--- src/rtl/clint_pkg.sv ---
// Shared constants and state encoding for the core-local interrupt controller.
// Holds CSR addresses, SYSTEM instruction encodings and synchronous trap causes.
package clint_pkg;

    localparam logic [11:0] CSR_MSTATUS = 12'h300;
    localparam logic [11:0] CSR_MEPC    = 12'h341;
    localparam logic [11:0] CSR_MCAUSE  = 12'h342;

    localparam logic [31:0] INST_ECALL  = 32'h0000_0073;
    localparam logic [31:0] INST_EBREAK = 32'h0010_0073;
    localparam logic [31:0] INST_MRET   = 32'h3020_0073;

    localparam int CAUSE_ECALL  = 11;
    localparam int CAUSE_EBREAK = 3;

    typedef enum logic [2:0] {
        S_IDLE,
        S_W_MEPC,
        S_W_MCAUSE,
        S_W_MSTATUS,
        S_JUMP,
        S_W_MRET,
        S_JUMP_RET
    } state_t;

endpackage

--- src/rtl/irq_prio_enc.sv ---
// Fixed-priority encoder: reports the lowest-index set request bit
// as both a binary index and a one-hot vector.
module irq_prio_enc #(
    parameter int NUM_IRQ = 8,
    parameter int IDX_W   = (NUM_IRQ > 1) ? $clog2(NUM_IRQ) : 1
) (
    input  logic [NUM_IRQ-1:0] req,
    output logic               valid,
    output logic [IDX_W-1:0]   index,
    output logic [NUM_IRQ-1:0] onehot
);

    // Scanning from the top down lets the lowest set bit overwrite the others.
    always_comb begin
        valid  = |req;
        index  = '0;
        onehot = '0;
        for (int i = NUM_IRQ - 1; i >= 0; i--) begin
            if (req[i]) begin
                index     = IDX_W'(i);
                onehot    = '0;
                onehot[i] = 1'b1;
            end
        end
    end

endmodule

--- src/rtl/clint_vec.sv ---
// Core-local interrupt controller for the ID stage: decodes traps and MRET,
// sequences the mepc/mcause/mstatus writes and redirects the PC.
module clint_vec
    import clint_pkg::*;
#(
    parameter int NUM_IRQ     = 8,
    parameter int XLEN        = 32,
    parameter int CAUSE_BASE  = 16,
    parameter int VECTORED_EN = 1
) (
    input  logic               clk,
    input  logic               rst,
    input  logic [NUM_IRQ-1:0] irq_pending,
    input  logic [NUM_IRQ-1:0] irq_mask,
    input  logic [31:0]        inst,
    input  logic [XLEN-1:0]    inst_addr_if,
    input  logic               jump_flag,
    input  logic [XLEN-1:0]    jump_addr,
    input  logic [XLEN-1:0]    csr_mtvec,
    input  logic [XLEN-1:0]    csr_mepc,
    input  logic [XLEN-1:0]    csr_mstatus,
    output logic               ctrl_stall_flag,
    output logic               csr_reg_we,
    output logic [11:0]        csr_reg_wa,
    output logic [XLEN-1:0]    csr_reg_wd,
    output logic [NUM_IRQ-1:0] irq_ack,
    output logic               id_interrupt_assert,
    output logic [XLEN-1:0]    id_interrupt_handler_addr
);

    localparam int IDX_W = (NUM_IRQ > 1) ? $clog2(NUM_IRQ) : 1;

    state_t state, state_next;

    logic               enc_valid;
    logic [IDX_W-1:0]   enc_index;
    logic [NUM_IRQ-1:0] enc_onehot;

    logic sync_req, async_req, mret_req;
    logic [XLEN-1:0] cap_epc, cap_cause;
    logic [XLEN-1:0] epc, cause;
    logic            is_async;
    logic [NUM_IRQ-1:0] ack_line;
    logic [XLEN-1:0] mtvec_base, handler_addr;

    function automatic logic [XLEN-1:0] trap_mstatus(input logic [XLEN-1:0] ms);
        logic [XLEN-1:0] r;
        r        = ms;
        r[7]     = ms[3];
        r[3]     = 1'b0;
        r[12:11] = 2'b11;
        return r;
    endfunction

    function automatic logic [XLEN-1:0] mret_mstatus(input logic [XLEN-1:0] ms);
        logic [XLEN-1:0] r;
        r    = ms;
        r[3] = ms[7];
        r[7] = 1'b1;
        return r;
    endfunction

    irq_prio_enc #(.NUM_IRQ(NUM_IRQ), .IDX_W(IDX_W)) u_prio_enc (
        .req    (irq_pending & irq_mask),
        .valid  (enc_valid),
        .index  (enc_index),
        .onehot (enc_onehot)
    );

    assign sync_req  = (inst == INST_ECALL) || (inst == INST_EBREAK);
    assign async_req = enc_valid && csr_mstatus[3];
    assign mret_req  = (inst == INST_MRET);

    assign ctrl_stall_flag = (state != S_IDLE) || sync_req || async_req || mret_req;

    always_comb begin
        cap_epc   = inst_addr_if;
        cap_cause = XLEN'(CAUSE_ECALL);
        if (sync_req) begin
            if (jump_flag)
                cap_epc = jump_addr - XLEN'(4);
            cap_cause = (inst == INST_EBREAK) ? XLEN'(CAUSE_EBREAK) : XLEN'(CAUSE_ECALL);
        end else begin
            if (jump_flag)
                cap_epc = jump_addr;
            cap_cause = {1'b1, {(XLEN-1){1'b0}}} | (XLEN'(CAUSE_BASE) + XLEN'(enc_index));
        end
    end

    // Vectored offset is 4*code; the shift discards the interrupt flag bit.
    assign mtvec_base   = {csr_mtvec[XLEN-1:2], 2'b00};
    assign handler_addr = ((VECTORED_EN != 0) && (csr_mtvec[1:0] == 2'b01) && is_async)
                        ? mtvec_base + (cause << 2)
                        : mtvec_base;

    always_comb begin
        state_next = state;
        case (state)
            S_IDLE: begin
                if (sync_req || async_req)
                    state_next = S_W_MEPC;
                else if (mret_req)
                    state_next = S_W_MRET;
            end
            S_W_MEPC:    state_next = S_W_MCAUSE;
            S_W_MCAUSE:  state_next = S_W_MSTATUS;
            S_W_MSTATUS: state_next = S_JUMP;
            S_JUMP:      state_next = S_IDLE;
            S_W_MRET:    state_next = S_JUMP_RET;
            S_JUMP_RET:  state_next = S_IDLE;
            default:     state_next = S_IDLE;
        endcase
    end

    always_ff @(posedge clk) begin
        if (rst)
            state <= S_IDLE;
        else
            state <= state_next;
    end

    always_ff @(posedge clk) begin
        if (rst) begin
            epc      <= '0;
            cause    <= '0;
            is_async <= 1'b0;
            ack_line <= '0;
        end else if (state == S_IDLE && state_next == S_W_MEPC) begin
            epc      <= cap_epc;
            cause    <= cap_cause;
            is_async <= !sync_req;
            ack_line <= sync_req ? '0 : enc_onehot;
        end
    end

    // Outputs are registered on entry, so each write is visible during its state.
    always_ff @(posedge clk) begin
        if (rst) begin
            csr_reg_we                <= 1'b0;
            csr_reg_wa                <= '0;
            csr_reg_wd                <= '0;
            irq_ack                   <= '0;
            id_interrupt_assert       <= 1'b0;
            id_interrupt_handler_addr <= '0;
        end else begin
            csr_reg_we                <= 1'b0;
            csr_reg_wa                <= '0;
            csr_reg_wd                <= '0;
            irq_ack                   <= '0;
            id_interrupt_assert       <= 1'b0;
            id_interrupt_handler_addr <= '0;
            case (state_next)
                S_W_MEPC: begin
                    csr_reg_we <= 1'b1;
                    csr_reg_wa <= CSR_MEPC;
                    csr_reg_wd <= cap_epc;
                end
                S_W_MCAUSE: begin
                    csr_reg_we <= 1'b1;
                    csr_reg_wa <= CSR_MCAUSE;
                    csr_reg_wd <= cause;
                end
                S_W_MSTATUS: begin
                    csr_reg_we <= 1'b1;
                    csr_reg_wa <= CSR_MSTATUS;
                    csr_reg_wd <= trap_mstatus(csr_mstatus);
                end
                S_JUMP: begin
                    id_interrupt_assert       <= 1'b1;
                    id_interrupt_handler_addr <= handler_addr;
                    irq_ack                   <= is_async ? ack_line : '0;
                end
                S_W_MRET: begin
                    csr_reg_we <= 1'b1;
                    csr_reg_wa <= CSR_MSTATUS;
                    csr_reg_wd <= mret_mstatus(csr_mstatus);
                end
                S_JUMP_RET: begin
                    id_interrupt_assert       <= 1'b1;
                    id_interrupt_handler_addr <= csr_mepc;
                end
                default: ;
            endcase
        end
    end

endmodule

--- config.mk ---
export PLATFORM = sky130hd
export DESIGN_NAME = clint_vec
export DESIGN_NICKNAME = d
export VERILOG_FILES = /design/src/rtl/clint_pkg.sv /design/src/rtl/irq_prio_enc.sv /design/src/rtl/clint_vec.sv
export SDC_FILE = /design/constraint.sdc
export NUM_CORES = 1
export LEC_CHECK = 0
export CORE_UTILIZATION = 30
export CTS_BUF_LIST = sky130_fd_sc_hd__clkbuf_16
export CTS_CLUSTER_SIZE = 25
export DETAILED_ROUTE_END_ITERATION = 10
export GPL_TIMING_DRIVEN = 0
export PLACE_DENSITY_LB_ADDON = 0.3
export SLEW_MARGIN = 15
export SYNTH_ARGS = -nofsm -noshare
export SYNTH_HDL_FRONTEND = slang
export SYNTH_SLANG_ARGS = --single-unit
--- constraint.sdc ---
create_clock -name clk -period 4.65 [get_ports clk]
set_input_delay 0.465 -clock clk [delete_from_list [all_inputs] [get_ports clk]]
set_output_delay 0.465 -clock clk [all_outputs]
set_load 0.02 [all_outputs]
==> run_summary.xml <==
<?xml version="1.0" encoding="UTF-8"?>
<metrics>
  <group name="sta">
    <metric name="timing.clock.skew" unit="ns">0.00667</metric>
    <metric name="maxSlewViolCount" unit="">0</metric>
    <metric name="period_needed" unit="ns">3.68</metric>
    <metric name="slew_headroom" unit="">0.432</metric>
    <metric name="setup_violations" unit="">0</metric>
    <metric name="grt_setup_unrepaired" unit="">no</metric>
    <metric name="hold_viol_final" unit="">0</metric>
    <metric name="worst-slew-pin-transition" unit="ns">0.847</metric>
    <metric name="timing.setup.tns" unit="ns">0</metric>
    <metric name="upper_clock_frequency_limit" unit="MHz">272</metric>
    <metric name="layout_worst_path_cycle_share" unit="">0.791</metric>
  </group>
  <group name="clocking">
    <metric name="h_tree_level_count" unit="">3</metric>
    <metric name="clk_path_buf_depth" unit="">2</metric>
    <metric name="root_buffer" unit="">sky130_fd_sc_hd__clkbuf_16</metric>
    <metric name="clkSlewWorstSetupHoldPaths" unit="ns">0.07</metric>
    <metric name="post_cts_resized" unit="">0</metric>
    <metric name="cts_tree" unit="">built</metric>
    <metric name="hold_buffers" unit="">0</metric>
    <metric name="post-cts-setup-buffer-count" unit="">0</metric>
    <metric name="cts.sink_count" unit="">93</metric>
    <metric name="cts_buffers" unit="">9</metric>
    <metric name="clock_latency" unit="ns">0.35</metric>
  </group>
  <group name="worst_setup_path">
    <metric name="critical_path.max_stage_delay" unit="ns">0.63</metric>
    <metric name="timing.critical_path.mode_cell" unit="">sky130_fd_sc_hd__clkdlybuf4s50_1</metric>
    <metric name="critical_path_peak_fanout" unit="">9</metric>
    <metric name="ff2ff_path_depth" unit="">8</metric>
    <metric name="timing.critical_path.cells" unit="">clkdlybuf4s50_1, nor4_1, nand3_1, nor3_2, nor2_1, nand2_1, clkdlybuf4s50_1</metric>
    <metric name="worst-path-buf-inv" unit="">2</metric>
    <metric name="critPathCaptureType" unit="">output pin</metric>
    <metric name="timing.critical_path.slowest_stage_cell" unit="">sky130_fd_sc_hd__clkdlybuf4s50_1</metric>
    <metric name="sort_of_element_at_the_start_of_the_critical_path" unit="">input port</metric>
    <metric name="criticalPathCategory" unit="">input port to output pin</metric>
    <metric name="worstPathArrival" unit="ns">3.21</metric>
    <metric name="worst_path_dominant_cell_family" unit="">simple AND/OR/NAND/NOR gates</metric>
    <metric name="timing.critical_path.depth" unit="">7</metric>
    <metric name="cp.required" unit="ns">4.18</metric>
  </group>
  <group name="global_routing">
    <metric name="grt_max_degree" unit="">18</metric>
    <metric name="antenna_violations_before_repair" unit="">0</metric>
    <metric name="overflow" unit="">0</metric>
    <metric name="wire_length_of_the_first_global_routing_pass" unit="um">31400</metric>
    <metric name="track_usage" unit="">0.229</metric>
    <metric name="first_global_vias" unit="">5692</metric>
  </group>
  <group name="finish">
    <metric name="layout.cell_area.non_filler" unit="um2">8710</metric>
    <metric name="antenna_diodes" unit="">0</metric>
    <metric name="design.final.nets" unit="">1172</metric>
    <metric name="fraction_of_layout_cells_with_a_size_suffix_above_1" unit="">0.0594</metric>
    <metric name="synthToLayoutAreaGrowth" unit="%">66.5</metric>
  </group>
  <group name="min_path">
    <metric name="hp-class" unit="">flip-flop to flip-flop</metric>
    <metric name="holdPathStages" unit="">2</metric>
  </group>
  <group name="synthesis">
    <metric name="count_of_flip_flops_with_a_built_in_enable_after_synthesis" unit="">0</metric>
    <metric name="synth_top_area_share" unit="">0.356</metric>
    <metric name="synth_seq_area_share" unit="">0.356</metric>
    <metric name="synth_top_cell_by_area" unit="">sky130_fd_sc_hd__dfxtp_1</metric>
    <metric name="synth_area_leaders" unit="">sky130_fd_sc_hd__dfxtp_1 (36%), sky130_fd_sc_hd__xnor2_1 (5.2%), sky130_fd_sc_hd__nand2_1 (4.8%), sky130_fd_sc_hd__nor2_1 (4.6%), sky130_fd_sc_hd__o21ai_0 (3.6%)</metric>
    <metric name="synth_instances" unit="">648</metric>
    <metric name="ys_seq_elements" unit="">93</metric>
    <metric name="yosysWarningCount" unit="">0</metric>
    <metric name="yosysMostFrequentCell" unit="">sky130_fd_sc_hd__dfxtp_1</metric>
    <metric name="post_synth.cell_area_avg" unit="um2">8.07</metric>
    <metric name="synth.top_cells.by_count" unit="">sky130_fd_sc_hd__dfxtp_1 (93), sky130_fd_sc_hd__nand2_1 (67), sky130_fd_sc_hd__nor2_1 (64)</metric>
    <metric name="syn-cell-area" unit="um2">5230</metric>
    <metric name="synth-async-reset-ratio" unit="">0</metric>
    <metric name="most_used_flip_flop_cell_after_synthesis" unit="">sky130_fd_sc_hd__dfxtp_1</metric>
    <metric name="synth.lib_cells_used.distinct" unit="">66</metric>
  </group>
  <group name="run_status">
    <metric name="outcome" unit="">finished, final reports clean</metric>
  </group>
  <group name="power">
    <metric name="internal_power" unit="uW">1490</metric>
    <metric name="power.clock.fraction" unit="">0.345</metric>
    <metric name="power.sequential.fraction" unit="">0.401</metric>
    <metric name="power.density" unit="nW/um2">241</metric>
    <metric name="power_leakage" unit="uW">0.00314</metric>
    <metric name="sw_share" unit="">0.289</metric>
    <metric name="vdd.ir_drop.worst" unit="mV">0.178</metric>
    <metric name="power_switching" unit="uW">606</metric>
    <metric name="comb_power_share" unit="">0.254</metric>
  </group>
  <group name="placed_design">
    <metric name="place.gp.congestion" unit="">0.898</metric>
    <metric name="io_buffers" unit="">289</metric>
    <metric name="placed_area" unit="um2">8430</metric>
    <metric name="dpl_wire_length" unit="um">16900</metric>
  </group>
  <group name="die">
    <metric name="rows" unit="">47</metric>
    <metric name="chipWidth" unit="um">134</metric>
    <metric name="core_region_area" unit="um2">16800</metric>
    <metric name="die_h" unit="um">134</metric>
    <metric name="die_area" unit="um2">18000</metric>
    <metric name="floorplan.initialDensity" unit="">0.311</metric>
    <metric name="io_pins" unit="">298</metric>
  </group>
  <group name="detailed_routing">
    <metric name="dr.pass1.iters" unit="">4</metric>
    <metric name="num_vias" unit="">5882</metric>
    <metric name="detail_route.drc_violations" unit="">0</metric>
    <metric name="wl_per_cell" unit="um">17.6</metric>
    <metric name="via_per_inst" unit="">4.99</metric>
    <metric name="antenna_left" unit="">0</metric>
    <metric name="routed_wire_length" unit="um">20700</metric>
    <metric name="dr.first_iter.drc_count" unit="">365</metric>
  </group>
  <group name="flow_run">
    <metric name="max-cap-violations" unit="">0</metric>
  </group>
</metrics>
[cells in the final DEF, fill, tap and decap left out, drive strengths merged, types with 8 or more instances in the layout]
cell and count:
nand3 18, nand2b 8, mux2i 13, dfxtp 93, inv 27, and3 13, or2 9, o21ai 39
nor2 64, a22o 9, buf 19, nand4 17, nor4 19, clkbuf 31, nand2 67, xnor2 31
a22oi 9, a21oi 34, clkdlybuf4s50 289, nor3 30, o32ai 17
[per-layer routing]
metal | up-vias | wire length, um | GRT usage
met5 | - | 0 | 0
met1 | 2642 | 9180 | 0.298
met4 | 0 | 582 | 0.0893
met3 | 29 | 1260 | 0.0367
met2 | 251 | 9710 | 0.380
li1 | 2960 | - | -
[cells by family (layout without fill, tap and decap cells)]
kind of cell    count (synthesis)  count (layout)  share of synthesized area
compound gates                149             149                      0.196
xor+xnor                       35              35                     0.0586
fa+ha+maj                       7               7                     0.0182
buf+inv                        64             369                     0.0560
flops                          93              93                      0.356
mux                            15              15                     0.0292
other cells                     1               7                   0.000717
simple gates                  284             284                      0.286
[stage by stage]
step	util	setup slack (ns)	std cells	total power [uW]	hold WS (ns)
detailed placement	0.501	0.992	1163	1390	0.442
global placement	0.501	0.948	1163	1390	0.437
floorplan	-	2.20	654	1080	0.428
finish	0.518	0.971	1179	2100	0.452
global route	0.518	0.772	1179	2200	0.487
CTS	0.518	0.972	1179	2120	0.452
[worst min-delay path: cells and delay by family (launching register included)]
family | cells | cell delay [ns]
AND/OR/NAND/NOR | 1 | 0.05
AO/OA/AOI/OAI | 1 | 0.05
flip-flops | 1 | 0.31
[worst paths after layout]
| check | slack, ns | end | startpoint |
|---|---|---|---|
| hold / removal | 0.45 | ack_line[1] | ack_line[1] |
| setup reg to reg | 1.71 | csr_reg_wd[29] | state[1] |
| setup / recovery | 0.97 | ctrl_stall_flag | inst[16] |
| hold reg to reg | 0.45 | ack_line[1] | ack_line[1] |
[power by group through the flow]
stage / logic (uW) / registers (uW) / clock network [uW]
3_3_place_gp: 527 / 860 / 0
3_5_place_dp: 531 / 861 / 0
4_1_cts: 533 / 842 / 746
2_1_floorplan: 186 / 890 / 0
5_1_grt: 574 / 845 / 777
6_report: 533 / 842 / 724
[area by class of cell]
class,instances,area (um2)
Clock inverter,7,57.6
Multi-Input combinational cell,497,3100
Sequential cell,93,1860
Timing Repair Buffer,289,2890
Buffer,41,206
Fill cell,1673,8110
Tap cell,220,275
Clock buffer,9,225
Inverter,23,86.3
[state kept, by name (all words and copies together), names as in the netlist]
signal and flops:
csr_reg_wd 32, id_interrupt_handler_addr 32, ack_line 8, irq_ack 8, cause 5, csr_reg_wa 4
state 3, id_interrupt_assert 1
Note: power is estimated with default switching activity, not from simulation.
